===== config.mk =====
export PLATFORM = sky130hd
export DESIGN_NAME = noc_e1of2_tx
export DESIGN_NICKNAME = d
export VERILOG_FILES = /design/src/rtl/noc_e1of2_tx.sv
export SDC_FILE = /design/constraint.sdc
export NUM_CORES = 1
export LEC_CHECK = 0
export ABC_CLOCK_PERIOD_IN_PS = 2740
export CAP_MARGIN = 20
export CORE_ASPECT_RATIO = 0.7
export CORE_MARGIN = 8
export CORE_UTILIZATION = 53
export CTS_CLUSTER_DIAMETER = 120
export CTS_CLUSTER_SIZE = 10
export DETAILED_ROUTE_END_ITERATION = 7
export PLACE_DENSITY = 0.78
export REMOVE_ABC_BUFFERS = 1
export SLEW_MARGIN = 5
export SYNTH_ARGS = -nofsm -noshare
export SYNTH_HDL_FRONTEND = slang
export SYNTH_SLANG_ARGS = --single-unit

===== constraint.sdc =====
create_clock -name CLK -period 2.74 [get_ports CLK]
set_clock_uncertainty 0.05 [all_clocks]
set_input_delay 0.411 -clock CLK [delete_from_list [all_inputs] [get_ports CLK]]
set_output_delay 0.411 -clock CLK [all_outputs]
set_load 0.01 [all_outputs]

===== src/rtl/noc_e1of2_tx.sv =====
// Transmitter for a four-phase dual-rail (one-of-two per digit) NoC channel.
// Binary words queue in a small FIFO and are launched as codewords against a synchronized receiver enable.
module noc_e1of2_tx #(
    parameter int M     = 9,
    parameter int DEPTH = 4,
    parameter int SYNC  = 2
) (
    input  logic           CLK,
    input  logic           _RESET,
    input  logic [M-1:0]   in_data,
    input  logic           in_valid,
    output logic           in_ready,
    output logic [2*M-1:0] out_d,
    input  logic           out_e,
    output logic           busy,
    output logic [15:0]    sent_cnt
);
    localparam int AW = $clog2(DEPTH);
    localparam int CW = AW + 1;

    typedef enum logic {NEUTRAL = 1'b0, DATA = 1'b1} state_t;

    state_t          state;
    logic [SYNC-1:0] e_sync;
    logic            e_s;
    logic [M-1:0]    mem [DEPTH];
    logic [AW-1:0]   wr_ptr;
    logic [AW-1:0]   rd_ptr;
    logic [CW-1:0]   count;
    logic            push;
    logic            pop;

    function automatic logic [2*M-1:0] encode(input logic [M-1:0] word);
        logic [2*M-1:0] code;
        code = '0;
        for (int i = 0; i < M; i++) begin
            code[2*i+1] = word[i];
            code[2*i]   = ~word[i];
        end
        return code;
    endfunction

    // out_e is asynchronous to CLK; nothing looks at it before the last stage
    always_ff @(posedge CLK or negedge _RESET) begin
        if (!_RESET) e_sync <= '0;
        else         e_sync <= {e_sync[SYNC-2:0], out_e};
    end

    assign e_s      = e_sync[SYNC-1];
    assign in_ready = (count < CW'(DEPTH));
    assign push     = in_valid && in_ready;
    assign pop      = (state == NEUTRAL) && (count != '0) && e_s;
    assign busy     = (count != '0) || (state == DATA);

    always_ff @(posedge CLK or negedge _RESET) begin
        if (!_RESET) begin
            wr_ptr <= '0;
            rd_ptr <= '0;
            count  <= '0;
        end else begin
            if (push) wr_ptr <= wr_ptr + AW'(1);
            if (pop)  rd_ptr <= rd_ptr + AW'(1);
            case ({push, pop})
                2'b10:   count <= count + CW'(1);
                2'b01:   count <= count - CW'(1);
                default: count <= count;
            endcase
        end
    end

    always_ff @(posedge CLK) begin
        if (push) mem[wr_ptr] <= in_data;
    end

    // Return-to-zero handshake: launch only on e_s=1, go neutral only on e_s=0
    always_ff @(posedge CLK or negedge _RESET) begin
        if (!_RESET) begin
            state    <= NEUTRAL;
            out_d    <= '0;
            sent_cnt <= '0;
        end else begin
            case (state)
                NEUTRAL: begin
                    if (pop) begin
                        out_d <= encode(mem[rd_ptr]);
                        state <= DATA;
                    end
                end
                DATA: begin
                    if (!e_s) begin
                        out_d    <= '0;
                        sent_cnt <= sent_cnt + 16'd1;
                        state    <= NEUTRAL;
                    end
                end
            endcase
        end
    end

endmodule


==> impl_metrics.json, run 1 <==
{
  "outcome": "complete, no violations",
  "layout-drive-gt1-share_pct": 14.5,
  "cts_buffers": 9,
  "clock_latency_ns": 0.34,
  "synth_area_um2": 3270,
  "routed_wl_mm": 5.78,
  "viasPerCell": 5.20,
  "drv_cap": 0,
  "rows": 24,
  "synth_seq_cells": 80,
  "slew_viol_final": 0,
  "vdd_drop_max_mv": 0.486,
  "grt-ovfl-total": 0,
  "fin_util_pct": 65.8,
  "nets": 298,
  "met3_usage_pct": 6.35,
  "cts-resized-gates": 0,
  "layout_min_cycle_time_ns": 2.14,
  "grt_pass1_wl_mm": 9.43,
  "clockPowerShare_pct": 23.5,
  "synth_edf_count": 36,
  "fin_crit_sh_pct": 78.1,
  "io_buffer_count": 48,
  "crit_required_ns": 2.96,
  "drc": 0,
  "place_ws_ns": 0.588,
  "fp.dieH_um": 81.7,
  "gr-usage-met1_pct": 17.6,
  "synth_common_cells": "dfrtp_1 (44), edfxtp_1 (36), nand2_1 (30)",
  "syn_to_final_growth_pct": 22.7,
  "synth.most_common_cell": "dfrtp_1",
  "worstPathArrival_ns": 2.36,
  "vias": 1876,
  "r2r-start": "count[2]",
  "yosys_warnings": 0,
  "cts.sinks": 80,
  "slew_headroom_pct": 35.7,
  "power_density_nw_per_um2": 986,
  "async_flop_share_pct": 55.0,
  "timing.final.ws_setup_ns": 0.599,
  "seq_power_share_pct": 45.9,
  "grt_pass1_vias": 1908,
  "startpoint_type": "flip-flop",
  "syn_inst": 225,
  "regToRegSetupSlack_ns": 0.60,
  "fp.coreArea_um2": 6100,
  "rsz0062_at_grt": "no",
  "gp_congestion": 0.777,
  "synth_area_leaders": "dfrtp_1 (34%), edfxtp_1 (33%), mux4_2 (6.2%), xnor2_1 (4.6%), nand3_1 (3.5%)",
  "hold_violations": 0,
  "crit_type": "flip-flop to flip-flop",
  "swShare_pct": 30.7,
  "p_leak_nw": 1.60,
  "ys_types": 32,
  "grt_max_degree": 45,
  "busiest_layer": "met2",
  "first_pass_iters": 4,
  "p_int_w": 0.00274,
  "worst-r2r-cell-count": 9,
  "postRouteAntennaNets": 0,
  "comb_power_share_pct": 30.6,
  "final_cells": 361,
  "use_met2_pct": 22.0,
  "fp.dieArea_um2": 8980,
  "diodes": 0,
  "hold_class": "input port to asynchronous set/reset pin",
  "p_sw_w": 0.00122,
  "stdcell_area_um2": 4010,
  "synth_flop_cell": "dfrtp_1",
  "wl_per_cell_um": 16.0,
  "place_inst": 345,
  "cp_max_fo": 13,
  "max_freq_ghz": 0.467,
  "cts_tree": "yes",
  "fin_setup_tns_ns": 0,
  "worst-slew-pin-transition_ns": 0.965,
  "antenna_found_initial": 0,
  "h-tree-depth": 3,
  "regToRegEndpoint": "count[2]",
  "grt_usage_pct": 14.3,
  "clkTransAtPathRegs_ns": 0.08,
  "ios": 49,
  "yosys.area.top_type": "dfrtp_1",
  "initial_core_util_pct": 53.7,
  "crit_path_end_kind": "flip-flop",
  "root_buffer": "clkbuf_8",
  "dpl.hpwl_mm": 4.16,
  "die_x_um": 110,
  "yosys.area.top_type_share_pct": 33.7,
  "ctsHoldBuffers": 0,
  "post_cts_buffers": 0,
  "syn_avg_cell_area_um2": 14.5,
  "ys_seq_area_share_pct": 66.7,
  "drt_iter0_markers": 83,
  "clockBufferDepth": 2,
  "setup_viol": 0,
  "post_dp_cell_area_um2": 3790
}
[worst max-delay path by stage]
stage	cells past startpoint	endpoint	start	slack, ns
after CTS	9	count[2]	count[0]	0.59
after global routing	9	count[2]	count[0]	0.51
after detailed placement	9	count[2]	in_valid	0.59
final	9	count[2]	count[2]	0.60
after global placement	9	count[2]	in_valid	0.65
after floorplan	9	count[2]	count[2]	0.20
[layout make-up]
type | instances | area [um^2]
fillers | 448 | 2080
inverters | 10 | 42.5
flip-flops and latches | 80 | 2180
clock buffers | 9 | 124
well taps | 78 | 97.6
clock inverters | 7 | 96.3
multi-input cells | 126 | 973
repair buffers | 51 | 498
[power groups by stage]
stage          sequential (W)  clock [W]  combinational (W)
2_1_floorplan         0.00187          0           0.000603
3_3_place_gp          0.00184          0            0.00120
3_5_place_dp          0.00185          0            0.00124
4_1_cts               0.00182   0.000953            0.00124
5_1_grt               0.00186    0.00101            0.00133
6_report              0.00182   0.000929            0.00121
[flip-flops by register name (all words and copies together) (netlist names)]
signal    count
mem          36
sent_cnt     16
e_sync        2
out_d        18
wr_ptr        2
state         1
rd_ptr        2
count         3
[critical path, cell delays in order, from the launching register on]
cell and delay [ns]:
dfrtp_1 0.38, nor3_1 0.08, or3b_1 0.42, clkinv_4 0.13, ha_1 0.19, inv_1 0.06
fa_1 0.38, xor2_1 0.15, nor2_1 0.11, xnor2_1 0.12
[cells in the final DEF (no fill, tap or decap), types with 3 or more instances in the layout]
cell type / n
inv_1: 9
clkbuf_8: 9
and2_1: 5
nand2_1: 30
nand4_1: 3
mux4_2: 9
clkinv_4: 3
nor2_1: 5
xnor2_1: 17
dfrtp_1: 44
o21ai_2: 8
ha_1: 6
buf_4: 3
clkdlybuf4s50_1: 47
edfxtp_1: 36
xor2_1: 3
nand3_1: 23
[kinds of logic after synthesis]
logic type	count (synthesis)	share of synthesized area, %
AO/OA/AOI/OAI	11	2.60
flip-flops	80	66.7
AND/OR/NAND/NOR	77	11.9
multiplexers	10	6.50
adder cells (fa/ha/maj)	7	2.91
XOR/XNOR	21	5.85
buffers and inverters	19	3.52
[metrics by stage]
stage                     hold slack, ns  total power (W)
final                              0.164          0.00396
after global routing               0.228          0.00420
after CTS                          0.189          0.00401
after detailed placement           0.300          0.00308
after global placement             0.311          0.00304
after floorplan                   0.0654          0.00247
[layer usage]
metal / up-vias / share of wire, %
met4: 0 / 0.40
li1: 893 / -
met3: 2 / 8.0
met5: - / 0
met1: 926 / 45
met2: 55 / 47
Note: power is estimated with default switching activity, not from simulation.
==> inputs of run 2 (changes only) <==
- ABC_CLOCK_PERIOD_IN_PS: 2740 -> 2100
- clock period: 2.74 -> 2.1 ns (I/O delays scaled with it)
==> impl_metrics.json, run 2 (synthesis results as in run 1) <==
{
  "place_inst": 349,
  "clkTransAtPathRegs_ns": 0.09,
  "drv_cap": 0,
  "layout_min_cycle_time_ns": 1.98,
  "hold_violations": 0,
  "viasPerCell": 5.17,
  "cts_tree": "yes",
  "crit_type": "flip-flop to flip-flop",
  "die_x_um": 110,
  "final_cell_mix": "clkdlybuf4s50_1 (47), dfrtp_1 (44), edfxtp_1 (36)",
  "fp.dieH_um": 81.7,
  "antenna_found_initial": 0,
  "initial_core_util_pct": 53.7,
  "crit_path_end_kind": "flip-flop",
  "grt_max_degree": 27,
  "postRouteAntennaNets": 0,
  "largest_reg_flops": 36,
  "grt_usage_pct": 14.8,
  "syn_to_final_growth_pct": 23.9,
  "slew_viol_final": 0,
  "drc": 0,
  "slew_headroom_pct": 70.3,
  "routed_wl_mm": 5.95,
  "clockBufferDepth": 2,
  "worstPathArrival_ns": 2.20,
  "crit_required_ns": 2.32,
  "root_buffer": "clkbuf_8",
  "startpoint_type": "flip-flop",
  "cp_max_fo": 3,
  "power_density_nw_per_um2": 1260,
  "ios": 49,
  "vdd_drop_max_mv": 0.588,
  "fin_crit_sh_pct": 94.4,
  "outcome": "complete, no violations",
  "nets": 304,
  "dpl.hpwl_mm": 4.44,
  "regMostFlops": "mem",
  "drt_iter0_markers": 60,
  "max_freq_ghz": 0.504,
  "io_buffer_count": 48,
  "rsz0062_at_grt": "no",
  "fp.coreArea_um2": 6100,
  "final_common_cell": "clkdlybuf4s50_1",
  "h-tree-depth": 3,
  "grt-ovfl-total": 0,
  "rows": 24,
  "vias": 1896,
  "diodes": 0,
  "cts_buffers": 9,
  "clock_latency_ns": 0.35,
  "gp_congestion": 0.782,
  "final_cells": 367,
  "p_leak_nw": 1.63,
  "fp.dieArea_um2": 8980,
  "hold_class": "input port to flip-flop",
  "worst-slew-pin-transition_ns": 0.445,
  "cts.sinks": 80,
  "wl_per_cell_um": 16.2,
  "setup_viol": 0,
  "layout-drive-gt1-share_pct": 17.6,
  "top_regs": "mem: 36 flops, out_d: 18 flops, sent_cnt: 16 flops",
  "grt_pass1_vias": 1934,
  "grt_pass1_wl_mm": 10.0,
  "fin_hold_ws_ns": 0.339,
  "first_pass_iters": 4
}
-- run 2: cell types whose count changed in the layout (fill, tap and decap cells not counted), moves of 2 or more --
cell	previous run	this run
buf_4	3	8
bufinv_16	2	0
clkinv_4	3	1
clkinvlp_4	2	0
inv_6	0	5
inv_8	0	2
-- run 2: path summary, 6_finish.rpt --
path	cells after the start	slack, ns	to	from
worst min register to register	0	0.35	e_sync[1]	e_sync[0]
worst min-delay path	1	0.34	e_sync[0]	out_e
min in group asynchronous	2	0.37	sent_cnt[2]	_RESET
worst max register to register	9	0.12	count[2]	count[2]
max in group asynchronous	3	1.08	out_d[11]	_RESET
worst max-delay path	9	0.12	count[2]	count[2]
-- run 2: per-layer routing --
metal	global-route usage [%]	routed length [um]	up-vias
li1	-	-	912
met1	20.4	2760	923
met2	21.7	2720	52
met3	4.47	404	9
met4	6.04	63	0
met5	0	0	-
-- run 2: report_power, final --
group	total [W]	internal, W	switching (W)
combinational	0.00171	0.000925	0.000787
sequential	0.00233	0.00204	0.000293
clock	0.00108	0.000466	0.000609
total	0.00512	0.00343	0.00169
-- run 2: critical path, stage by stage (launching register included) --
cell and delay, ns:
dfrtp_1 0.41, nor3_2 0.07, or3b_4 0.41, clkinv_4 0.07, ha_4 0.12, inv_1 0.05, fa_2 0.33, xor2_1 0.14
nor2_1 0.12, xnor2_1 0.13
-- run 2: area by class of cell --
class / count / area [um^2]
clock buffer: 9 / 124
inverter: 10 / 42.5
tap: 78 / 97.6
timing repair buffer: 57 / 546
multi-input combinational: 126 / 996
fill: 447 / 2040
clock inverter: 7 / 66.3
sequential: 80 / 2180
-- run 2: metrics by stage --
| stage | utilization (%) | total power [W] | setup TNS, ns | area (um^2) | setup WS [ns] |
|---|---|---|---|---|---|
| 6_report | 66.5 | 0.00512 | 0 | 4050 | 0.117 |
| 4_1_cts | 66.0 | 0.00514 | 0 | 4020 | 0.0190 |
| 5_1_grt | 66.5 | 0.00544 | 0 | 4050 | 0.0195 |
| 3_5_place_dp | 62.7 | 0.00405 | 0 | 3820 | 0.0457 |
| 2_1_floorplan | - | 0.00322 | -1.00 | 3200 | -0.435 |
| 3_3_place_gp | 62.7 | 0.00397 | 0 | 3820 | 0.104 |
-- run 2: repair_timing --
action	CTS	global route
setup endpoints to repair	0	1
setup buffers	0	1
resized for setup	0	5
hold endpoints to repair	18	0
hold buffers	1	0
==> inputs of run 3 (changes only) <==
- MAX_ROUTING_LAYER: not set -> met4
==> impl_metrics.json, run 3 (synthesis results as in run 1) <==
{
  "outcome": "complete, no violations",
  "diodes": 0,
  "gr-usage-met1_pct": 20.6,
  "viasPerCell": 5.16,
  "met3_usage_pct": 4.39,
  "syn_to_final_growth_pct": 23.9,
  "regMostFlops": "mem",
  "clock_latency_ns": 0.35,
  "die_x_um": 110,
  "p_int_w": 0.00343,
  "clkTransAtPathRegs_ns": 0.09,
  "hold_violations": 0,
  "comb_power_share_pct": 33.4,
  "hold_class": "input port to flip-flop",
  "startpoint_type": "flip-flop",
  "final_common_cell": "clkdlybuf4s50_1",
  "layout-drive-gt1-share_pct": 17.6,
  "fin_setup_tns_ns": 0,
  "antenna_found_initial": 0,
  "cts_tree": "yes",
  "worstPathArrival_ns": 2.20,
  "fp.dieH_um": 81.7,
  "busiest_layer": "met2",
  "rows": 24,
  "crit_path_end_kind": "flip-flop",
  "swShare_pct": 33.0,
  "clockPowerShare_pct": 21.0,
  "fp.coreArea_um2": 6100,
  "postRouteAntennaNets": 0,
  "final_cell_mix": "clkdlybuf4s50_1 (47), dfrtp_1 (44), edfxtp_1 (36)",
  "vias": 1895,
  "p_leak_nw": 1.63,
  "clockBufferDepth": 2,
  "p_sw_w": 0.00169,
  "grt_max_degree": 27,
  "grt_pass1_wl_mm": 10.0,
  "grt-ovfl-total": 0,
  "wl_per_cell_um": 16.4,
  "largest_reg_flops": 36,
  "drc": 0,
  "fin_crit_sh_pct": 94.4,
  "initial_core_util_pct": 53.7,
  "setup_viol": 0,
  "cts_buffers": 9,
  "fp.dieArea_um2": 8980,
  "gp_congestion": 0.793,
  "grt_usage_pct": 15.3,
  "layout_min_cycle_time_ns": 1.98,
  "worst-slew-pin-transition_ns": 0.458,
  "slew_viol_final": 0,
  "io_buffer_count": 48,
  "use_met2_pct": 21.5,
  "vdd_drop_max_mv": 0.589,
  "cts.sinks": 80,
  "ios": 49,
  "root_buffer": "clkbuf_8",
  "top_regs": "mem: 36 flops, out_d: 18 flops, sent_cnt: 16 flops",
  "drt_iter0_markers": 81,
  "nets": 304,
  "h-tree-depth": 3,
  "crit_required_ns": 2.32,
  "drv_cap": 0,
  "fin_hold_ws_ns": 0.340,
  "dpl.hpwl_mm": 4.44,
  "seq_power_share_pct": 45.5,
  "power_density_nw_per_um2": 1260,
  "rsz0062_at_grt": "no",
  "crit_type": "flip-flop to flip-flop",
  "slew_headroom_pct": 69.4,
  "first_pass_iters": 4,
  "max_freq_ghz": 0.505,
  "cp_max_fo": 3,
  "grt_pass1_vias": 1927,
  "routed_wl_mm": 6.01
}
## run 3: metal layers
layer  up-vias  routed length (um)
li1        910                   -
met3         9                 398
met2        49                2760
met1       927                2790
met5         -                   0
met4         0                  59
## run 3: final timing paths
check / start / to / slack (ns) / cells after the start
setup reg to reg: count[2] / count[2] / 0.12 / 9
min in group asynchronous: _RESET / sent_cnt[2] / 0.37 / 2
hold reg to reg: e_sync[0] / e_sync[1] / 0.34 / 0
setup / recovery: count[2] / count[2] / 0.12 / 9
hold / removal: out_e / e_sync[0] / 0.34 / 1
max in group asynchronous: _RESET / out_d[11] / 1.08 / 3
## run 3: repair_timing
item | in CTS | in global routing
endpoints found under the setup margin | 0 | 1
endpoints found under the hold margin | 18 | 0
setup buffers | 0 | 1
resized for setup | 0 | 5
hold buffers | 1 | 0
## run 3: layout make-up
| cell class | count | area, um^2 |
|---|---|---|
| timing repair buffer | 57 | 546 |
| multi-input combinational | 126 | 996 |
| inverter | 10 | 42.5 |
| tap | 78 | 97.6 |
| fill | 447 | 2040 |
| clock buffer | 9 | 124 |
| clock inverter | 7 | 66.3 |
| sequential | 80 | 2180 |
## run 3: power groups by stage
| stage | logic [W] | clock network, W | registers (W) |
|---|---|---|---|
| 2_1_floorplan | 0.000786 | 0 | 0.00244 |
| 3_3_place_gp | 0.00163 | 0 | 0.00234 |
| 3_5_place_dp | 0.00168 | 0 | 0.00237 |
| 4_1_cts | 0.00170 | 0.00111 | 0.00233 |
| 5_1_grt | 0.00188 | 0.00117 | 0.00239 |
| 6_report | 0.00171 | 0.00108 | 0.00233 |
## run 3: critical path, cell delays in order, from the launching register on
cell and delay, ns:
dfrtp_1 0.41, nor3_2 0.07, or3b_4 0.41, clkinv_4 0.07
ha_4 0.12, inv_1 0.05, fa_2 0.33, xor2_1 0.14
nor2_1 0.12, xnor2_1 0.13
## run 3: through the flow
| stage | power (W) | util (%) | cells | setup slack [ns] | cell area [um^2] |
|---|---|---|---|---|---|
| floorplan | 0.00322 | - | 216 | -0.435 | 3200 |
| global placement | 0.00397 | 62.7 | 349 | 0.104 | 3820 |
| detailed placement | 0.00405 | 62.7 | 349 | 0.0457 | 3820 |
| CTS | 0.00514 | 66.0 | 366 | 0.0190 | 4020 |
| global route | 0.00544 | 66.5 | 367 | 0.0195 | 4050 |
| finish | 0.00513 | 66.5 | 367 | 0.119 | 4050 |
